### config.mk
export PLATFORM = sky130hd
export DESIGN_NAME = route_dispatch_mc
export DESIGN_NICKNAME = d
export VERILOG_FILES = /design/src/rtl/route_dispatch_mc.sv
export SDC_FILE = /design/constraint.sdc
export NUM_CORES = 1
export LEC_CHECK = 0
export BUFFER_PORTS_ARGS = -buffer_cell sky130_fd_sc_hd__buf_2
export CAP_MARGIN = 5
export CORE_MARGIN = 2
export CORE_UTILIZATION = 44
export DETAILED_ROUTE_END_ITERATION = 12
export PLACE_DENSITY = 0.71
export SETUP_SLACK_MARGIN = 0.1
export SYNTH_ARGS = -nofsm -noshare
export SYNTH_HDL_FRONTEND = slang
export SYNTH_SLANG_ARGS = --single-unit
export TNS_END_PERCENT = 100
### constraint.sdc
create_clock -name clk_in -period 12.4 [get_ports clk_in]
set_clock_uncertainty 0.15 [all_clocks]
set_input_delay 0.62 -clock clk_in [delete_from_list [all_inputs] [get_ports clk_in]]
set_output_delay 0.62 -clock clk_in [all_outputs]
set_load 0.02 [all_outputs]
### src/rtl/route_dispatch_mc.sv
// Multicast dispatcher: buffers tagged words, fans each out to its routed and enabled channels, lowest channel first.
// Latency: 2 cycles from dv_in to dv_out when idle; one instruction per cycle, no bubble between words.
// Backpressure: rdy_in low holds dv_out/chan_out/src_out/data_out; FIFO overflow drops the word and bumps a saturating counter.
module route_dispatch_mc #(
    parameter int W_SRC      = 5,
    parameter int N_SRC      = 32,
    parameter int W_CHAN     = 5,
    parameter int N_CHAN     = 8,
    parameter int W_DATA     = 18,
    parameter int W_DEPTH    = 4,
    parameter int W_WR_ADDR  = 16,
    parameter int W_WR_CHAN  = 16,
    parameter int W_WR_DATA  = 48,
    parameter int ADDR_ROUTE = 1,
    parameter int ADDR_EN    = 2,
    parameter int W_OVF      = 16
) (
    input  logic                 clk_in,
    input  logic                 rst_n_in,
    input  logic                 dv_in,
    input  logic [W_SRC-1:0]     src_in,
    input  logic [W_DATA-1:0]    data_in,
    input  logic                 wr_en,
    input  logic [W_WR_ADDR-1:0] wr_addr,
    input  logic [W_WR_CHAN-1:0] wr_chan,
    input  logic [W_WR_DATA-1:0] wr_data,
    input  logic                 rdy_in,
    output logic                 dv_out,
    output logic [W_CHAN-1:0]    chan_out,
    output logic [W_SRC-1:0]     src_out,
    output logic [W_DATA-1:0]    data_out,
    output logic                 fifo_full_out,
    output logic [W_OVF-1:0]     ovf_count_out
);

    localparam int DEPTH  = 1 << W_DEPTH;
    localparam int W_WORD = W_SRC + W_DATA;

    localparam logic [0:0] ST_IDLE = 1'b0;
    localparam logic [0:0] ST_SEND = 1'b1;

    logic [W_WORD-1:0]  mem [DEPTH];
    logic [W_DEPTH-1:0] wr_ptr;
    logic [W_DEPTH-1:0] rd_ptr;
    logic [W_DEPTH:0]   count;
    logic [W_DEPTH:0]   count_next;

    logic [N_CHAN-1:0]  route [N_SRC];
    logic [N_CHAN-1:0]  en;

    logic [0:0]         state;
    logic [N_CHAN-1:0]  pending;
    logic [N_CHAN-1:0]  pending_rest;
    logic [N_CHAN-1:0]  route_sel;
    logic [N_CHAN-1:0]  head_pending;
    logic [W_WORD-1:0]  head;
    logic [W_SRC-1:0]   head_src;
    logic [W_DATA-1:0]  head_data;

    logic fifo_empty;
    logic fifo_full;
    logic hs;
    logic word_done;
    logic pop;
    logic push_ok;
    logic drop;
    logic unused_wr_data;

    assign unused_wr_data = ^wr_data[W_WR_DATA-1:N_CHAN];

    function automatic logic [W_CHAN-1:0] lowest_bit(input logic [N_CHAN-1:0] m);
        logic [W_CHAN-1:0] idx;
        idx = '0;
        for (int i = N_CHAN - 1; i >= 0; i--) begin
            if (m[i]) idx = W_CHAN'(i);
        end
        return idx;
    endfunction

    assign fifo_empty   = (count == '0);
    assign fifo_full    = (count == (W_DEPTH+1)'(DEPTH));
    assign hs           = (state == ST_SEND) && rdy_in;
    assign pending_rest = pending & (pending - N_CHAN'(1));
    assign word_done    = hs && (pending_rest == '0);
    assign pop          = !fifo_empty && ((state == ST_IDLE) || word_done);
    assign push_ok      = dv_in && (!fifo_full || pop);
    assign drop         = dv_in && fifo_full && !pop;
    assign count_next   = count + (W_DEPTH+1)'(push_ok) - (W_DEPTH+1)'(pop);

    assign head      = mem[rd_ptr];
    assign head_src  = head[W_WORD-1:W_DATA];
    assign head_data = head[W_DATA-1:0];

    // Sources without a table entry select nothing, so their words are discarded.
    always_comb begin
        route_sel = '0;
        for (int s = 0; s < N_SRC; s++) begin
            if (head_src == W_SRC'(s)) route_sel = route[s];
        end
    end

    assign head_pending = route_sel & en;

    always_ff @(posedge clk_in) begin
        if (push_ok) mem[wr_ptr] <= {src_in, data_in};
    end

    always_ff @(posedge clk_in or negedge rst_n_in) begin
        if (!rst_n_in) begin
            wr_ptr        <= '0;
            rd_ptr        <= '0;
            count         <= '0;
            fifo_full_out <= 1'b0;
            ovf_count_out <= '0;
        end else begin
            if (push_ok) wr_ptr <= wr_ptr + W_DEPTH'(1);
            if (pop)     rd_ptr <= rd_ptr + W_DEPTH'(1);
            count         <= count_next;
            fifo_full_out <= (count_next == (W_DEPTH+1)'(DEPTH));
            if (drop && (ovf_count_out != {W_OVF{1'b1}})) ovf_count_out <= ovf_count_out + W_OVF'(1);
        end
    end

    always_ff @(posedge clk_in or negedge rst_n_in) begin
        if (!rst_n_in) begin
            for (int s = 0; s < N_SRC; s++) route[s] <= '0;
            en <= '0;
        end else if (wr_en) begin
            for (int s = 0; s < N_SRC; s++) begin
                if (wr_addr == W_WR_ADDR'(ADDR_ROUTE) && wr_chan == W_WR_CHAN'(s))
                    route[s] <= wr_data[N_CHAN-1:0];
            end
            for (int c = 0; c < N_CHAN; c++) begin
                if (wr_addr == W_WR_ADDR'(ADDR_EN) && wr_chan == W_WR_CHAN'(c))
                    en[c] <= wr_data[0];
            end
        end
    end

    // The channel set is snapshotted at pop; later config writes only affect later words.
    always_ff @(posedge clk_in or negedge rst_n_in) begin
        if (!rst_n_in) begin
            state    <= ST_IDLE;
            pending  <= '0;
            dv_out   <= 1'b0;
            chan_out <= '0;
            src_out  <= '0;
            data_out <= '0;
        end else if (pop) begin
            src_out  <= head_src;
            data_out <= head_data;
            pending  <= head_pending;
            if (head_pending != '0) begin
                state    <= ST_SEND;
                dv_out   <= 1'b1;
                chan_out <= lowest_bit(head_pending);
            end else begin
                state    <= ST_IDLE;
                dv_out   <= 1'b0;
                chan_out <= '0;
            end
        end else if (hs) begin
            if (pending_rest != '0) begin
                pending  <= pending_rest;
                chan_out <= lowest_bit(pending_rest);
            end else begin
                state    <= ST_IDLE;
                pending  <= '0;
                dv_out   <= 1'b0;
                chan_out <= '0;
            end
        end
    end

endmodule

Word level (Yosys, flattened, before mapping)
Memory sizes are Yosys's and may differ from the RTL's.
Cells that the tools add are included.
{"block": "classes", "n_eq_ne": 68, "shifts": 0, "multipliers": 0, "addsub": 6, "div_mod_pow": 0, "bitwise_logic": 3, "n_reduce_logical": 100, "muxes": 61, "order_cmp": 0}
{"operator": "two-way mux 8 bit", "n": 35}
{"operator": "equality test 16 x 5 -> 1 bit, second input constant", "n": 16}
{"operator": "equality test 16 x 4 -> 1 bit, second input constant", "n": 8}
{"operator": "equality test 5 bit, second input constant", "n": 18}
{"operator": "two-way mux 5 bit", "n": 18}
{"operator": "AND reduction 2 bit", "n": 41}
{"operator": "equality test 16 x 3 -> 1 bit, second input constant", "n": 4}
{"operator": "equality test 16 x 2 -> 1 bit, second input constant", "n": 3}
{"operator": "logical AND 1 bit", "n": 47}
{"operator": "equality test 5 x 4 -> 1 bit, second input constant", "n": 8}
{"operator": "equality test 16 x 1 -> 1 bit, second input constant", "n": 2}
{"operator": "equality test 5 x 3 -> 1 bit, second input constant", "n": 4}
{"operator": "adder 16 x 1 -> 16 bit, second input constant", "n": 1}
{"operator": "AND 8 bit", "n": 2}
{"operator": "logical NOT 16 bit", "n": 1}
{"operator": "inequality test 16 bit, second input constant", "n": 1}
{"operator": "nonzero test 8 bit", "n": 2}
{"operator": "equality test 5 x 2 -> 1 bit, second input constant", "n": 2}
{"operator": "logical NOT 5 bit", "n": 2}
{"operator": "adder 4 x 1 -> 4 bit, second input constant", "n": 2}
{"operator": "logical NOT 8 bit", "n": 1}
{"operator": "subtractor 8 x 1 -> 8 bit, second input constant", "n": 1}
{"operator": "two-way mux 1 bit", "n": 6}
{"operator": "two-way mux 3 bit", "n": 2}
{"operator": "8 further kinds", "n": 11}
{"block": "word_totals", "ram_bits": 368, "output_inout_bits": 46, "reg_bits": 331, "latch_bits": 0, "rom_bits": 0, "in_bits": 108, "n_memories": 1}
{"memory": "mem", "depth": 16, "width": 23, "rd": 1, "rd_ports_with_merged_regs": 0, "write_ports": 1, "line": "42", "source": "logic [W_WORD-1:0] mem [DEPTH];"}

Depth between registers and ports, before layout
Gate-level depths: netlist of the first run.
An unclocked memory read counts as a cell.
{"block": "depth", "word_depth": 45, "depth_mapped": 25}

Worst setup path before layout of the first run
No wires, ideal clock.
{"block": "synth_path", "path_kind": "register to register", "startpoint": "reg pending[0]", "endpoint": "reg fifo_full_out", "n_path_buf": 5, "arrival_time_ns": 4.495, "path_slack_ns": 7.654, "setup_ns": 0.101, "required_time_ns": 12.149, "path_stages_with_launch": 26, "period_less_slack_ns": 4.746, "cell_sequence": "dfrtp_1 clkbuf_1 or4_1 clkbuf_1 maj3_1 o21ai_0 a2bb2oi_1 nor2_1 a21boi_0 nand2b_1 clkbuf_1 inv_1 clkbuf_1 buf_1 ha_1 inv_1 ha_1 inv_1 fa_1 inv_1 a21oi_1 nor2_1 nor2_1 xnor2_1 nand2b_1 nor4_1"}
{"block": "synth_via", "elab_chain_len": 11}
{"item": "start, declared", "line": "52", "source": "logic [N_CHAN-1:0] pending;"}
{"item": "start signal, assigned", "line": "152", "source": "pending <= head_pending;"}
{"item": "start signal, assigned", "line": "164", "source": "pending <= pending_rest;"}
{"item": "subtractor 8 x 1 -> 8 bit", "line": "83", "source": "assign pending_rest = pending & (pending - N_CHAN'(1));"}
{"item": "AND 8 bit (*)", "line": "83"}
{"item": "logical NOT 8 bit (*)", "line": "84", "source": "assign word_done = hs && (pending_rest == '0);"}
{"item": "logical AND 1 bit (*)", "line": "84"}
{"item": "logical OR 1 bit (*)", "line": "85", "source": "assign pop = !fifo_empty && ((state == ST_IDLE) || word_done);"}
{"item": "logical AND 1 bit (*)", "line": "85"}
{"item": "named net pop", "line": "64", "source": "logic pop;"}
{"item": "logical OR 1 bit", "line": "86", "source": "assign push_ok = dv_in && (!fifo_full || pop);"}
{"item": "logical AND 1 bit", "line": "86"}
{"item": "adder 5 x 1 -> 5 bit", "line": "88", "source": "assign count_next = count + (W_DEPTH+1)'(push_ok) - (W_DEPTH+1)'(pop);"}
{"item": "subtractor 5 x 1 -> 5 bit (*)", "line": "88"}
{"item": "named net count_next[4]", "line": "46", "source": "logic [W_DEPTH:0] count_next;"}
{"item": "equality test 5 bit (*)", "line": "119", "source": "fifo_full_out <= (count_next == (W_DEPTH+1)'(DEPTH));"}
{"item": "end signal, assigned", "line": "119"}
{"item": "end, declared", "line": "32", "source": "output logic fifo_full_out,"}
Mark *: on every way through the listed nets, which the timed path passes. The rest lies on a longest branch.
A chain may end at the register's enable or synchronous reset.

Worst setup path in the final report of the first run
{"block": "layout_path", "startpoint": "reg rd_ptr[0]", "endpoint": "reg state"}
{"block": "layout_via", "elab_chain_len": 38}
{"item": "start, declared", "line": "44", "source": "logic [W_DEPTH-1:0] rd_ptr;"}
{"item": "start signal, assigned", "line": "117", "source": "if (pop) rd_ptr <= rd_ptr + W_DEPTH'(1);"}
{"item": "memory (16 x 23 bit) (*)"}
{"item": "logical NOT 5 bit", "line": "98", "source": "if (head_src == W_SRC'(s)) route_sel = route[s];"}
{"item": "two-way mux 8 bit (31 in series)", "line": "98"}
{"item": "two-way mux 8 bit (*)", "line": "98"}
{"item": "AND 8 bit (*)", "line": "102", "source": "assign head_pending = route_sel & en;"}
{"item": "nonzero test 8 bit (*)", "line": "153", "source": "if (head_pending != '0) begin"}
{"item": "two-way mux 1 bit (*)", "line": "153"}
{"item": "two-way mux 1 bit (*)", "line": "149", "source": "end else if (pop) begin"}
{"item": "end signal, assigned", "line": "154", "source": "state <= ST_SEND;"}
{"item": "end signal, assigned", "line": "158", "source": "state <= ST_IDLE;"}
{"item": "end signal, assigned", "line": "167", "source": "state <= ST_IDLE;"}
{"item": "end, declared", "line": "51", "source": "logic [0:0] state;"}
Mark *: on every way between the ends. The rest lies on a longest branch, timed or not.

==> results of run 1 <==
-- per-stage QoR --
step,util,instance area [sq um],hold WS (ps)
finish,0.504,34600,215
global route,0.504,34600,210
CTS,0.504,34600,184
detailed placement,0.467,32100,308
global placement,0.467,32100,306
floorplan,-,30600,174
-- final timing paths --
check,to,depth (start not counted)
worst max-delay path,state,16
worst min-delay path,mem[0][17],1
worst max register to register,state,16
worst min register to register,data_out[1],2
max in group asynchronous,ovf_count_out[3],3
min in group asynchronous,src_out[1],2
-- timing repair --
| action | CTS | global route |
|---|---|---|
| hold buffers | 1 | 0 |
| endpoints found under the hold margin | 86 | 0 |
| buffers inserted | 0 | 0 |
-- kinds of logic after synthesis --
logic type,synth area share
flops,0.630
buf+inv,0.0229
mux,0.192
compound gates,0.0680
xor+xnor,0.00744
fa+ha+maj,0.00589
other cells,0.000123
simple gates,0.0742
-- cells in the mapped netlist (all sizes together), types with 7 or more instances --
cell type	n
a211o	7
a211oi	12
a21oi	50
a221oi	10
a22o	7
a22oi	16
a31oi	12
and2	18
and3	19
buf	60
clkbuf	60
dfrtp	329
edfxtp	368
ha	12
inv	24
mux2	275
mux2i	37
mux4	106
nand2	228
nand2b	7
nand3	46
nand4	10
nor2	88
nor3	33
nor4	14
o211ai	9
o21ai	82
o22a	8
o22ai	18
xnor2	18
xor2	8
-- registers in the layout (all words and copies together) (netlist names), 5 cells and up --
register       flops
pending            8
en                 8
mem              368
route            256
src_out            5
count              5
ovf_count_out     16
data_out          18
-- layer usage --
metal  GRT usage  vias to the layer above  wire (um)
met5           0                        -         93
met3      0.0510                      193       7450
li1            -                     8200          -
met4      0.0824                       14       2620
met1       0.315                     9899      33100
met2       0.357                      963      38000
-- power by group --
part | switching (mW) | internal [mW] | leakage, nW
clock network | 0.929 | 1.34 | 1.22
logic | 2.11 | 1.02 | 4.96
registers | 0.132 | 2.64 | 7.83
total | 3.17 | 5.00 | 14.0
-- layout make-up --
class,count,area (sq um),area share
timing repair buffer,155,911,0.0263
inverter,24,90.1,0.00260
clock inverter,36,459,0.0133
antenna,1,2.50,0.0000723
sequential,697,19300,0.557
clock buffer,97,2050,0.0592
tap,931,1160,0.0337
multi-input combinational,1250,10600,0.308
-- worst max-delay path, delay by kind of cell (launching register included) --
family / cells / cell delay, ps
AO/OA/AOI/OAI: 4 / 1020
buffers and inverters: 4 / 1370
flip-flops: 1 / 1080
AND/OR/NAND/NOR: 6 / 1800
multiplexers: 2 / 900
==> flow_summary_export.csv, run 1 <==
group,metric,value,unit
cells_and_area,nets,2321,
placement,post-place-cells,3056,
yosys,syn_area_per_cell,14.6,sq um
floorplanning,floorplan.initialDensity,0.446,
placement,gp_congestion,0.894,
floorplanning,num_io_pins,154,
yosys,synth.area.top_cells,"edfxtp_1 (36%), dfrtp_1 (27%), mux2_2 (10%)",
cts,post_cts_resized,0,
worst_setup_path,rr_startpoint,"rd_ptr[0]",
worst_setup_path,start_kind,"flip-flop",
yosys,synth_top_area_cell,"edfxtp_1",
worst_setup_path,critPathRequiredTime,12750,ps
yosys,synth_area,30600,sq um
placement,pre_cts_slack,6010,ps
floorplanning,die_h,268,um
yosys,yosysSeqAreaShare,0.630,
timing,setup_ws,5920,ps
floorplanning,std_cell_rows,96,
timing,period_share,0.522,
placement,port_buffers,111,
pwr,power.density,236,nW/um^2
worst_setup_path,crit_chain,"mux2i_1 -> nand2_1 -> and4_1 -> buf_4 -> nor2_4 -> buf_4 -> buf_4 -> mux4_2 -> a22o_1 -> a2111oi_0 -> buf_4 -> o21ai_1 -> and3_1 -> nor4b_2 -> nand3_1 -> a21o_1",
worst_setup_path,critPathKind,"reg -> reg",
cells_and_area,fillers,5706,
cells_and_area,mostFrequentLayoutCells,"edfxtp_1 (368), dfrtp_1 (326), mux2_2 (275)",
floorplanning,dieArea,71700,sq um
pwr,total_power,8.17,mW
min_path,hold_path.class,"in -> reg",
timing,setup_violations,0,
pwr,leakage,14.0,nW
yosys,synthArstFlopShare,0.472,
floorplanning,coreArea,68700,sq um
cts,cts-root-buf,"clkbuf_16",
cells_and_area,drive_gt1_frac,0.306,
cts,cts_buffer_depth,3,
timing,hold_viol,0,
detailed_routing,vias_per_cell,6.04,
timing,worst_pin_slew,1170,ps
placement,dpl.hpwl,47900,um
worst_setup_path,worstSetupStartpoint,"rd_ptr[0]",
yosys,synthDistinctLibCells,87,
timing,setup-tns-final,0,ps
yosys,yosysWarnings,0,
cells_and_area,layout_commonest_cell,"edfxtp_1",
job,drv_cap,0,
global_routing,gr-usage-all-layers,0.228,
worst_setup_path,cpMostUsedCell,"buf_4",
worst_setup_path,critPathMaxStageDelay,1080,ps
pwr,ir_drop,0.000218,V
detailed_routing,post-route-drc-count,0,
min_path,hold_start,"data_in[17]",
timing,fmax,0.154,GHz
detailed_routing,routed_wl,81200,um
worst_setup_path,crit_fanout,51,
timing,slew_headroom,0.220,
detailed_routing,antenna_left,0,
yosys,yosysTopAreaCellShare,0.361,
detailed_routing,via_count,19269,
worst_setup_path,cpMaxStageDelayCell,"dfrtp_4",
detailed_routing,wl_per_cell,25.5,um
cts,numClockSinks,697,
cells_and_area,finalNonFillerCells,3191,
detailed_routing,firstDrtPassIters,6,
yosys,yosys_most_used_dff,"edfxtp_1",
global_routing,grt_pass1_wl,122000,um
worst_setup_path,arrival,6830,ps
timing,drv_slew,0,
yosys,synth_edf_count,368,
worst_setup_path,reg2reg_slack,5920,ps
global_routing,grt_antenna_before_repair,8,
floorplanning,dieWidth,268,um
global_routing,grt_pass1_vias,19476,
yosys,syn_inst,2090,
cts,cts_tree,"yes",
cells_and_area,area_delta_synth_final,13.1,%
cts,htreeDepth,3,
cts,cts_inserted_buffers,72,
timing,period_minus_slack,6480,ps
detailed_routing,first_iter_violations,2079,
worst_setup_path,endpoint_kind,"flip-flop",
status,outcome,"finished clean",
cts,cts.clk_slew.worst_paths,60,ps
yosys,ys_ff_latch,697,
global_routing,grt_max_degree,188,
timing,rsz0062_at_grt,"false",
cts,clkLatencyLatePin,630,ps
global_routing,grt-ovfl-total,0,
Power figures use the tool's default switching activity.
==> run 2: changes to the inputs <==
- clock period: 12.4 -> 6.1 ns (I/O delays scaled with it)
==> run 2 against run 1 <==
Compared with the run above: final cell count is 1.3% higher; power is 100% higher; sequential share of layout area down 0.46 points; non-clock buffer count up 42; register-to-register slack worse by 5200 ps; wire length is 0.45% higher; flip-flop and latch count stayed put; global-route usage about the same; design area grew 0.83%; largest cell class unchanged.
==> flow_summary_export.csv, run 2 (synthesis gave the netlist of run 1 again) <==
group,metric,value,unit
timing,setup_violations,0,
floorplanning,floorplan.initialDensity,0.446,
floorplanning,die_h,268,um
timing,drv_slew,0,
timing,setup-tns-final,0,ps
placement,gp_congestion,0.985,
detailed_routing,wl_per_cell,25.2,um
detailed_routing,vias_per_cell,6.06,
worst_setup_path,reg2reg_slack,670,ps
global_routing,grt-ovfl-total,0,
floorplanning,num_io_pins,154,
cts,htreeDepth,3,
pwr,ir_drop,0.000260,V
floorplanning,coreArea,68700,sq um
timing,hold-worst-slack,26.8,ps
detailed_routing,via_count,19580,
cells_and_area,regMostFlops,"mem",
pwr,power.density,476,nW/um^2
timing,rsz0062_at_grt,"false",
detailed_routing,routed_wl,81600,um
timing,period_share,0.889,
detailed_routing,antenna_left,0,
placement,dpl.hpwl,49500,um
cells_and_area,area_delta_synth_final,14.0,%
detailed_routing,firstDrtPassIters,8,
placement,port_buffers,111,
cells_and_area,nets,2365,
cts,cts_buffer_depth,3,
worst_setup_path,reg2reg_depth,10,
timing,slew_headroom,0.229,
timing,fmax,0.184,GHz
global_routing,gr-usage-all-layers,0.228,
pwr,leakage,14.2,nW
global_routing,grt_max_degree,144,
cells_and_area,mostFrequentLayoutCells,"edfxtp_1 (368), dfrtp_1 (326), mux2_2 (275)",
worst_setup_path,endpoint_kind,"flip-flop",
worst_setup_path,critPathKind,"reg -> reg",
cells_and_area,seqCellArea,19300,sq um
timing,worst_pin_slew,1150,ps
worst_setup_path,rr_startpoint,"rd_ptr[2]",
detailed_routing,post-route-drc-count,0,
cells_and_area,layout_commonest_cell,"edfxtp_1",
job,drv_cap,0,
worst_setup_path,worstSetupStartpoint,"rd_ptr[2]",
cells_and_area,largest_reg_flops,368,
cts,cts_tree,"yes",
cells_and_area,multiInputGateArea,10600,sq um
global_routing,grt_antenna_before_repair,5,
cells_and_area,top_regs,"mem x368, route x256, data_out x18",
cts,numClockSinks,697,
floorplanning,dieWidth,268,um
detailed_routing,first_iter_violations,2354,
global_routing,grt_pass1_wl,122000,um
timing,hold_viol,0,
cts,post_cts_resized,0,
floorplanning,std_cell_rows,96,
cts,cts_inserted_buffers,74,
cts,cts-root-buf,"clkbuf_16",
worst_setup_path,crit_fanout,23,
min_path,hold_path.class,"in -> reg",
cts,cts.clk_slew.worst_paths,60,ps
cells_and_area,fillers,5720,
worst_setup_path,crit-reg2reg-capture,"chan_out[2]",
worst_setup_path,start_kind,"flip-flop",
timing,period_minus_slack,5430,ps
cts,clkLatencyLatePin,630,ps
worst_setup_path,arrival,5840,ps
worst_setup_path,crit_end,"chan_out[2]",
global_routing,grt_pass1_vias,19759,
status,outcome,"finished clean",
cells_and_area,drive_gt1_frac,0.304,
worst_setup_path,critPathRequiredTime,6510,ps
floorplanning,dieArea,71700,sq um
==> run 2: where the power goes <==
| group | internal (mW) | switching [mW] | total [mW] |
|---|---|---|---|
| sequential | 5.36 | 0.241 | 5.60 |
| clock | 2.52 | 1.88 | 4.41 |
| combinational | 2.25 | 4.37 | 6.62 |
| total | 10.1 | 6.50 | 16.6 |
==> run 2: worst min path at each step <==
stage               startpoint          end  slack, ps  depth (start not counted)
floorplan             rst_n_in  chan_out[0]       -140                          0
global placement      rst_n_in  data_out[2]        160                          1
detailed placement    rst_n_in  data_out[2]        160                          1
CTS                      dv_in    wr_ptr[0]          4                          3
global route             dv_in    wr_ptr[0]         50                          3
finish                   dv_in    wr_ptr[0]         30                          3
==> run 2: layout make-up <==
cell class              count  share of cell area
repair buffers            197              0.0376
flip-flops and latches    697               0.553
clock buffers             102              0.0601
inverters                  24             0.00258
well taps                 931              0.0334
clock inverters            31             0.00850
multi-input cells        1250               0.305
diodes                      1           0.0000717
==> run 2: worst max-delay path, cell delays in order (launching register included) <==
cell	delay, ps
dfrtp_2	830
mux4_2	580
mux2i_1	320
mux2_2	630
nand3_1	450
o22a_1	370
a2111oi_2	680
a211oi_1	300
or3_1	390
nor4_1	410
o22a_1	210
==> run 2: stage by stage <==
| step | setup slack, ps | area (sq um) | total power, mW | util | instances |
|---|---|---|---|---|---|
| after CTS | 827 | 34900 | 16.5 | 0.508 | 3232 |
| final | 674 | 34900 | 16.6 | 0.508 | 3233 |
| after detailed placement | 837 | 32300 | 12.1 | 0.469 | 3074 |
| after floorplan | 1350 | 30600 | 9.85 | - | 2091 |
| after global placement | 875 | 32300 | 12.0 | 0.469 | 3074 |
| after global routing | 495 | 34900 | 17.2 | 0.508 | 3232 |
==> run 2: metal layers <==
layer	global-route usage	vias to the layer above	wire length (um)
li1	-	8282	-
met5	0.00946	-	131
met4	0.0883	8	2870
met3	0.0509	234	7950
met2	0.362	1026	38500
met1	0.306	10030	32100
==> run 2: what timing repair did <==
item / CTS / global route
hold buffers: 25 / 0
buffers inserted: 0 / 0
endpoints found under the hold margin: 429 / 0
